File: config.mk
export PLATFORM = sky130hd
export DESIGN_NAME = rgb_pwm_ctrl
export DESIGN_NICKNAME = d
export VERILOG_FILES = /design/src/rtl/rgb_pwm_ctrl.sv
export SDC_FILE = /design/constraint.sdc
export NUM_CORES = 1
export LEC_CHECK = 0
export BUFFER_PORTS_ARGS = -buffer_cell sky130_fd_sc_hd__buf_2
export CAP_MARGIN = 20
export CORE_ASPECT_RATIO = 0.7
export CORE_MARGIN = 2
export CORE_UTILIZATION = 60
export DETAILED_ROUTE_END_ITERATION = 7
export PLACE_DENSITY_LB_ADDON = 0.25
export SLEW_MARGIN = 20
export SYNTH_ARGS = -nofsm -noshare
export SYNTH_HDL_FRONTEND = slang
export SYNTH_SLANG_ARGS = --single-unit
File: constraint.sdc
create_clock -name clk -period 2.6 [get_ports clk]
set_clock_uncertainty 0.15 [all_clocks]
set_input_delay 0.13 -clock clk [delete_from_list [all_inputs] [get_ports clk]]
set_output_delay 0.13 -clock clk [all_outputs]
set_load 0.05 [all_outputs]
File: src/rtl/rgb_pwm_ctrl.sv
// Multi-channel LED PWM controller for the iCE40 SB_RGBA_DRV PWM inputs.
// Each channel runs OFF / STATIC / BLINK / BREATHE; settings take effect only at PWM period boundaries.
module rgb_pwm_ctrl #(
    parameter int NCH             = 3,
    parameter int PWM_BITS        = 8,
    parameter int PRESCALE        = 188,
    parameter int BLINK_PERIODS   = 250,
    parameter int BREATHE_PERIODS = 2,
    localparam int CHW            = (NCH > 1) ? $clog2(NCH) : 1
) (
    input  logic                clk,
    input  logic                rst,
    input  logic                cfg_we,
    input  logic [CHW-1:0]      cfg_ch,
    input  logic [1:0]          cfg_mode,
    input  logic [PWM_BITS-1:0] cfg_duty,
    output logic [NCH-1:0]      pwm,
    output logic                period_end
);
    localparam int PRE_W = (PRESCALE > 1) ? $clog2(PRESCALE) : 1;
    localparam int BLK_W = (BLINK_PERIODS > 1) ? $clog2(BLINK_PERIODS) : 1;
    localparam int BRE_W = (BREATHE_PERIODS > 1) ? $clog2(BREATHE_PERIODS) : 1;

    typedef enum logic [1:0] {
        MODE_OFF     = 2'b00,
        MODE_STATIC  = 2'b01,
        MODE_BLINK   = 2'b10,
        MODE_BREATHE = 2'b11
    } mode_e;

    logic [PRE_W-1:0]    pre_q, pre_d;
    logic [PWM_BITS-1:0] pcnt_q, pcnt_d;
    logic [BLK_W-1:0]    blk_q, blk_d;
    logic [BRE_W-1:0]    bre_q, bre_d;
    logic                blink_ph_q, blink_ph_d;
    logic                tick;
    logic                blk_wrap;
    logic                step;

    assign tick       = (pre_q == PRE_W'(PRESCALE - 1));
    assign period_end = tick && (pcnt_q == '1);
    assign blk_wrap   = (blk_q == BLK_W'(BLINK_PERIODS - 1));
    assign step       = period_end && (bre_q == BRE_W'(BREATHE_PERIODS - 1));

    always_comb begin
        pre_d      = tick ? '0 : pre_q + 1'b1;
        pcnt_d     = tick ? pcnt_q + 1'b1 : pcnt_q;
        blk_d      = blk_q;
        bre_d      = bre_q;
        blink_ph_d = blink_ph_q;
        if (period_end) begin
            blk_d      = blk_wrap ? '0 : blk_q + 1'b1;
            bre_d      = step ? '0 : bre_q + 1'b1;
            blink_ph_d = blink_ph_q ^ blk_wrap;
        end
    end

    always_ff @(posedge clk) begin
        if (rst) begin
            pre_q      <= '0;
            pcnt_q     <= '0;
            blk_q      <= '0;
            bre_q      <= '0;
            blink_ph_q <= 1'b0;
        end else begin
            pre_q      <= pre_d;
            pcnt_q     <= pcnt_d;
            blk_q      <= blk_d;
            bre_q      <= bre_d;
            blink_ph_q <= blink_ph_d;
        end
    end

    for (genvar gi = 0; gi < NCH; gi++) begin : g_ch
        mode_e               sh_mode_q, act_mode_q;
        logic [PWM_BITS-1:0] sh_duty_q, act_duty_q;
        logic [PWM_BITS-1:0] level_q, level_d;
        logic                dir_q, dir_d;
        logic [PWM_BITS-1:0] eff;
        logic                pwm_q;
        logic                wr_hit;

        // Out-of-range channel numbers never match any gi, so they are dropped here.
        assign wr_hit = cfg_we && (cfg_ch == CHW'(gi));

        always_comb begin
            level_d = level_q;
            dir_d   = dir_q;
            if (period_end && sh_mode_q == MODE_BREATHE && act_mode_q != MODE_BREATHE) begin
                level_d = '0;
                dir_d   = 1'b1;
            end else if (step && act_mode_q == MODE_BREATHE) begin
                if (dir_q) begin
                    if (level_q < act_duty_q) level_d = level_q + 1'b1;
                    else                      dir_d   = 1'b0;
                end else begin
                    if (level_q != '0) level_d = level_q - 1'b1;
                    else               dir_d   = 1'b1;
                end
            end
        end

        always_comb begin
            eff = '0;
            case (act_mode_q)
                MODE_STATIC:  eff = act_duty_q;
                MODE_BLINK:   eff = blink_ph_q ? act_duty_q : '0;
                MODE_BREATHE: eff = level_q;
                default:      eff = '0;
            endcase
        end

        always_ff @(posedge clk) begin
            if (rst) begin
                sh_mode_q  <= MODE_OFF;
                sh_duty_q  <= '0;
                act_mode_q <= MODE_OFF;
                act_duty_q <= '0;
                level_q    <= '0;
                dir_q      <= 1'b1;
                pwm_q      <= 1'b0;
            end else begin
                if (wr_hit) begin
                    sh_mode_q <= mode_e'(cfg_mode);
                    sh_duty_q <= cfg_duty;
                end
                // Loading from the pre-write shadow makes a coincident write land one period later.
                if (period_end) begin
                    act_mode_q <= sh_mode_q;
                    act_duty_q <= sh_duty_q;
                end
                level_q <= level_d;
                dir_q   <= dir_d;
                pwm_q   <= (pcnt_q < eff);
            end
        end

        assign pwm[gi] = pwm_q;
    end

endmodule

# [Word-level counts from Yosys, hierarchy flattened]
# Cells that the tools add are included.
[word_totals] register_bits=116 out_inout_bits=4 elab_cells=120 in_bits=15
[classes] bitwise_logic=1 order_cmp=6 reduce_logical=28 eq_ne=23 mux=26 add_sub_neg=10
[op_table] operator="two-way mux 8 bit" n=13
[op_table] operator="one-hot mux 8 bit (3 select lines)" n=3
[op_table] operator="adder 8 x 1 -> 8 bit, second input constant" n=6
[op_table] operator="< comparator 8 bit" n=6
[op_table] operator="equality test 8 bit, second input constant" n=3
[op_table] operator="nonzero test 8 bit" n=3
[op_table] operator="subtractor 8 x 1 -> 8 bit, second input constant" n=3
[op_table] operator="equality test 2 bit, second input constant" n=10
[op_table] operator="logical AND 1 bit" n=14
[op_table] operator="two-way mux 1 bit" n=10
[op_table] operator="AND reduction 3 bit" n=3
[op_table] operator="equality test 2 x 1 -> 1 bit, second input constant" n=4
[op_table] operator="OR reduction 2 bit" n=4
[op_table] operator="inequality test 2 x 1 -> 1 bit, second input constant" n=3
[op_table] operator="inequality test 2 bit, second input constant" n=3
[op_table] operator="nonzero test 2 bit" n=3
[op_table] operator="zero test 2 bit" n=1
[op_table] operator="adder 1 bit, second input constant" n=1
[op_table] operator="XOR 1 bit" n=1

# [Longest topological paths before layout]
# Gate-level depths: netlist (run 1).
[depth] ltp_word=5 mapped_depth=11 ltp_nobuf=9

# [Least setup slack after synthesis (run 1)]
# No wires, ideal clock.
[synth_timing] kind="reg-to-output" start="register pre_q[0]" end="output period_end" required_time_ns=2.320 path_buffers=0 slack_ns=-0.012 arrival_ns=2.332 path_stages_with_launch=4 cell_sequence="dfxtp_1 > ha_1 > nand3_1 > nor4_1"
[synth_between] elab_chain_len=2
[synth_rtl] item="start, declared" line_no="31" text="logic [PRE_W-1:0] pre_q, pre_d;"
[synth_rtl] item="start signal, assigned" line_no="66" text="pre_q <= pre_d;"
[synth_rtl] item="equality test 8 bit" line_no="40" text="assign tick = (pre_q == PRE_W'(PRESCALE - 1));"
[synth_rtl] item="logical AND 1 bit" line_no="41" text="assign period_end = tick && (pcnt_q == '1);"
[synth_rtl] item="end, declared" line_no="18" text="output logic period_end"
# Every way passes these cells.

# [Worst setup path after layout (run 1)]
[layout_timing] start="register pre_q[0]" end="register g_ch[1].level_q[7]"
[layout_between] elab_chain_len=5 elab_cells_between_ends=8 cone_classes="eq/ne (1); reduce/logical (7)"
[layout_rtl] item="equality test 8 bit *" line_no="40"
[layout_rtl] item="logical AND 1 bit *" line_no="41"
[layout_rtl] item="logical AND 1 bit (on tied branches)" line_no="43, 89"
[layout_rtl] item="logical AND 1 bit (on tied branches)" line_no="92, 89"
[layout_rtl] item="AND reduction 3 bit (no source line) / OR reduction 2 bit (equally long branches)"
[layout_rtl] item="end signal, assigned" line_no="132" text="level_q <= level_d;"
[layout_rtl] item="end, declared" line_no="77" text="logic [PWM_BITS-1:0] level_q, level_d;"
# Mark *: on every way between the ends. The rest lies on a longest branch, timed or not.
# A chain may end at the register's enable or synchronous reset.

==> impl_metrics.tcl, run 1 <==
set metrics [dict create \
    cts-htree-levels 4 \
    drt_iter0_markers 437 \
    cp.required_ns 2.79 \
    dp_hpwl_um 11800 \
    drc 0 \
    outcome "completed" \
    core_um2 10500 \
    synth-warning-count 0 \
    tns_ns 0 \
    cp.buffers_inverters 1 \
    synth_xor_area_frac 0.0531 \
    regArea_um2 2320 \
    grt_pass1_vias 5835 \
    ys_types 49 \
    drt-total-wl_um 17200 \
    start_util 0.627 \
    n_fill_cell 736 \
    antenna_found_initial 0 \
    synth-edff-count 0 \
    crit_chain "ha_2 -> nand3_2 -> nor4_4 -> buf_12 -> nand4_2 -> a211o_1 -> or3_1 -> a21oi_1" \
    cts_root_buffer "clkbuf_16" \
    synth-main-ff-cell "dfxtp_1" \
    synth.avg_cell_area_um2 8.48 \
    synth_top_family_by_area "simple AND/OR/NAND/NOR gates" \
    synthMuxAreaShare 0.0829 \
    drv_slew 0 \
    critPathTopFamily "simple AND/OR/NAND/NOR gates" \
    wl_per_cell_um 17.6 \
    rows 31 \
    dr_wl_met2_um 7800 \
    setup_viol_count_final 0 \
    drive_gt1_frac 0.120 \
    place_inst 939 \
    dieArea_um2 11900 \
    netlist_area_um2 6600 \
    path_max_fanout 22 \
    syn_nets 860 \
    cts_tree "done" \
    syn_to_final_growth_pct 17.9 \
    cts_num_sinks 116 \
    peakVddDrop_v 0.000546 \
    worst_pin_slew_ns 0.759 \
    max_freq_mhz 393 \
    drtAntennaViolNets 0 \
    slowest_stage "dfxtp_1" \
    avgViaCountPerCell 6.05 \
    synthArstFlopShare 0 \
    rrSetupSlack_ns 0.06 \
    hp-class "in2reg" \
    drt-pass1-iter-count 6 \
    grt-ovfl-total 0 \
    end_kind "flop" \
    final_cell_count_no_fill 980 \
    wl_met1_um 7790 \
    syn_inst 778 \
    multi_input_area_um2 4030 \
    synthAdderAreaFrac 0.131 \
    hold_viol 0 \
    num_vias 5929 \
    grt_usage 0.304 \
    slew_headroom 0.489 \
    crit_type "reg2reg" \
    yosys_register_bits 116 \
    rsz0062_at_grt "no" \
    n_antenna_cell 0 \
    io_pins 19 \
    maxCapViolCount 0 \
    synth-simple-area-share 0.190 \
    ys_seq_area_frac 0.352 \
    period_minus_slack_ns 2.54 \
    worstSkewPairLatency_ns 0.41 \
    dieHeight_um 91.7 \
    layout_commonest_cell "dfxtp_1" \
    top_layer "met4" \
    gp_congestion 0.876 \
    final_cell_mix "dfxtp_1, nor2_1, nand2_1, a21oi_1, ha_1" \
    grt_pass1_wl_um 28300 \
    period_share 0.979 \
    cts_inserted_buffers 17 \
    clock_path_buffers 2 \
    power.density_nw_per_um2 587 \
    dr_wl_met3_um 1300 \
    worstPathArrival_ns 2.73 \
    die-width_um 129 \
    start_kind "flop" \
    synth_compound_area_frac 0.150 \
    clk_pin_slew_ns 0.05 \
    io_buffers 18 \
    whs_ns 0.0375 \
    grt_max_degree 31 \
    slowest_delay_ns 0.37 \
    final_nets 902 \
    p_leak_nw 3.31 \
]
==> power by group <==
part           internal (mW)  switching [mW]  leakage, nW
clock                   1.82           0.811        0.328
combinational         0.0522          0.0728         2.05
sequential              1.80          0.0140        0.937
==> worst paths after layout <==
| path | startpoint | to | depth (start not counted) |
|---|---|---|---|
| setup / recovery | pre_q[0] | g_ch[1].level_q[7] | 8 |
| hold / removal | rst | pcnt_q[3] | 2 |
| setup reg to reg | pre_q[0] | g_ch[1].level_q[7] | 8 |
| hold reg to reg | g_ch[2].sh_duty_q[1] | g_ch[2].act_duty_q[1] | 2 |
==> Yosys cell counts (all sizes together), types with 4 or more instances <==
cell type  number  share of area
dfxtp         116           0.35
nor2          107          0.061
nand2          97          0.055
a21oi          65          0.049
ha             64           0.12
mux2i          49          0.074
clkbuf         33          0.019
inv            33          0.019
xnor2          23          0.031
o21ai          21          0.016
xor2           17          0.023
a22oi          14          0.016
nand3          13         0.0099
nand4          13          0.013
nor4           10          0.012
or3             9         0.0085
a211o           7         0.0093
nor2b           7         0.0066
a22o            6         0.0080
nor3            6         0.0046
o211ai          6         0.0068
o21a            6         0.0068
buf             5         0.0046
mux2            5         0.0085
a32oi           4         0.0053
nand2b          4         0.0038
==> flip-flops by register name (all words and copies together) (netlist names) <==
| name | count |
|---|---|
| g_ch.dir_q | 3 |
| g_ch.act_duty_q | 24 |
| g_ch.act_mode_q | 6 |
| g_ch.pwm_q | 3 |
| blk_q | 8 |
| g_ch.sh_duty_q | 24 |
| blink_ph_q | 1 |
| g_ch.level_q | 24 |
| pcnt_q | 8 |
| pre_q | 8 |
| bre_q | 1 |
| g_ch.sh_mode_q | 6 |
==> final cells by class <==
| type | count | share of cell area |
|---|---|---|
| multi-input cells | 591 | 0.518 |
| flip-flops and latches | 116 | 0.299 |
| clock buffers | 22 | 0.0636 |
| well taps | 148 | 0.0238 |
| inverters | 33 | 0.0159 |
| clock inverters | 9 | 0.0222 |
| repair buffers | 61 | 0.0579 |
==> worst reg2reg max path: stages (launching register included) <==
cell	delay [ns]
dfxtp_1	0.37
ha_2	0.23
nand3_2	0.16
nor4_4	0.36
buf_12	0.20
nand4_2	0.19
a211o_1	0.30
or3_1	0.36
a21oi_1	0.15
==> metrics by stage <==
| stage | setup WS [ns] | utilization | cell area, µm² | power, mW |
|---|---|---|---|---|
| global placement | 0.110 | 0.665 | 6990 | 1.95 |
| CTS | 0.0513 | 0.738 | 7760 | 4.57 |
| finish | 0.0555 | 0.740 | 7770 | 4.57 |
| global route | 0.000155 | 0.740 | 7770 | 4.68 |
| detailed placement | -0.00990 | 0.665 | 6990 | 1.96 |
| floorplan | 0.197 | - | 6600 | 1.92 |
==> what timing repair did <==
item,in CTS,in global routing
hold buffers,10,0
buffers inserted,0,0
resized for setup,1,4
pin swaps,0,1
hold endpoints to repair,30,0
endpoints found under the setup margin,1,7
cloned,0,0
==> kinds of logic after synthesis <==
| group | after synthesis |
|---|---|
| compound gates | 153 |
| xor+xnor | 40 |
| fa+ha+maj | 67 |
| buf+inv | 71 |
| flops | 116 |
| mux | 54 |
| simple gates | 277 |
==> metal layers <==
metal / global-route usage / vias to the layer above
li1: - / 2824
met1: 0.409 / 2827
met2: 0.479 / 237
met3: 0.0694 / 41
met4: 0.104 / 0
met5: 0 / -
Power figures use the tool's default switching activity.
==> inputs of run 2 (changes only) <==
GPL_TIMING_DRIVEN = 0   (was not set)
REMOVE_ABC_BUFFERS = 1   (was not set)
==> run 2 against run 1 <==
  * Combinational power hardly changed
  * Sequential power hardly changed
  * Design area barely moved
  * Clock power about the same
  * Global-route usage is 2.9 points lower
  * Hold slack better by 0.066 ns
  * Core utilization is essentially flat
==> impl_metrics.tcl, run 2 (same netlist as run 1, synthesis figures left out) <==
set metrics [dict create \
    io_pins 19 \
    drt_iter0_markers 429 \
    drt-total-wl_um 15800 \
    cts_root_buffer "clkbuf_16" \
    crit_start "pre_q[1]" \
    io_buffers 18 \
    gp_congestion 0.835 \
    wl_per_cell_um 16.4 \
    hold_viol 0 \
    fin_util 0.740 \
    final_cell_count_no_fill 963 \
    worstHoldStart "rst" \
    crit_type "reg2reg" \
    clk_pin_slew_ns 0.05 \
    start_util 0.627 \
    setup_viol_count_final 0 \
    clock_path_buffers 2 \
    max_freq_mhz 395 \
    avgViaCountPerCell 5.93 \
    cts_num_sinks 116 \
    reg.largest.list "g_ch.act_duty_q: 24 flops, g_ch.level_q: 24 flops, g_ch.sh_duty_q: 24 flops" \
    syn_to_final_growth_pct 18.0 \
    power.density_nw_per_um2 587 \
    grt_pass1_vias 5458 \
    grt_pass1_wl_um 25700 \
    peakVddDrop_v 0.000575 \
    maxCapViolCount 0 \
    regArea_um2 2350 \
    drc 0 \
    antenna_found_initial 0 \
    n_antenna_cell 0 \
    period_share 0.973 \
    worstPathArrival_ns 2.67 \
    cts-htree-levels 4 \
    worst_pin_slew_ns 0.815 \
    grt-ovfl-total 0 \
    hp-class "in2reg" \
    drive_gt1_frac 0.121 \
    final_cell_mix "nor2_1, dfxtp_1, nand2_1, a21oi_1, ha_1" \
    slew_headroom 0.455 \
    drt-pass1-iter-count 5 \
    place_inst 910 \
    final_nets 885 \
    multi_input_area_um2 4100 \
    p_leak_nw 3.24 \
    drv_slew 0 \
    num_vias 5715 \
    grt_usage 0.274 \
    n_fill_cell 756 \
    rrSetupSlack_ns 0.07 \
    whs_ns 0.104 \
    cts_tree "done" \
    dp_hpwl_um 10500 \
    dieArea_um2 11900 \
    r2r-start "pre_q[1]" \
    period_minus_slack_ns 2.53 \
    start_kind "flop" \
    grt_max_degree 80 \
    drtAntennaViolNets 0 \
    worstSkewPairLatency_ns 0.41 \
    rows 31 \
    core_um2 10500 \
    layout_commonest_cell "nor2_1" \
    end_kind "flop" \
    path_max_fanout 31 \
    outcome "completed" \
    cp.required_ns 2.73 \
    dieHeight_um 91.7 \
    power.total_mw 4.57 \
    die-width_um 129 \
    cts_inserted_buffers 17 \
]
==> run 2: cell types whose count changed in the layout (fill, tap and decap cells not counted), sizes merged <==
cell / previous run / this run
buf: 51 / 31
dlygate4sd3: 10 / 13
==> run 2: worst paths after layout <==
| path | end | cells after the start |
|---|---|---|
| setup / recovery | blk_q[1] | 8 |
| hold / removal | g_ch[1].sh_duty_q[2] | 2 |
| setup reg to reg | blk_q[1] | 8 |
| hold reg to reg | pre_q[0] | 1 |
==> run 2: critical path: stages, from the launching register on <==
cell and delay (ns):
dfxtp_2 0.36, ha_4 0.17, nand3_4 0.10, buf_4 0.17
nor2_4 0.28, nand2_8 0.21, or4_1 0.59, nand2b_1 0.26
a211oi_1 0.09
==> run 2: report_power, final <==
group | switching (mW) | total (mW) | leakage [nW] | internal [mW]
Combinational | 0.0725 | 0.126 | 1.97 | 0.0538
Sequential | 0.0156 | 1.81 | 0.944 | 1.80
Clock | 0.812 | 2.63 | 0.328 | 1.82
==> run 2: layout make-up <==
| cell class | instances | share of cell area |
|---|---|---|
| multi-input cells | 591 | 0.527 |
| flip-flops and latches | 116 | 0.302 |
| clock buffers | 22 | 0.0635 |
| repair buffers | 44 | 0.0454 |
| well taps | 148 | 0.0238 |
| clock inverters | 9 | 0.0222 |
| inverters | 33 | 0.0159 |
==> run 2: metal layers <==
| metal | global-route usage | wire [µm] |
|---|---|---|
| met1 | 0.365 | 7370 |
| met2 | 0.428 | 7210 |
| met3 | 0.0776 | 946 |
| met4 | 0.0906 | 274 |
| met5 | 0 | 0 |
==> run 2: what timing repair did <==
item,CTS,global route
setup buffers,4,5
pin swaps,3,4
cloned,0,0
hold endpoints to repair,30,0
hold buffers,13,0
gates resized for setup,26,18
endpoints found under the setup margin,65,30
==> run 2: per-stage QoR <==
step | area, µm² | setup TNS (ns) | setup WS [ns]
2_1_floorplan | 6440 | -16.22 | -0.690
3_3_place_gp | 6720 | -67.43 | -1.59
3_5_place_dp | 6750 | -15.89 | -0.741
4_1_cts | 7680 | -0.00322 | -0.00322
5_1_grt | 7780 | -0.0672 | -0.0325
6_report | 7780 | 0 | 0.0693
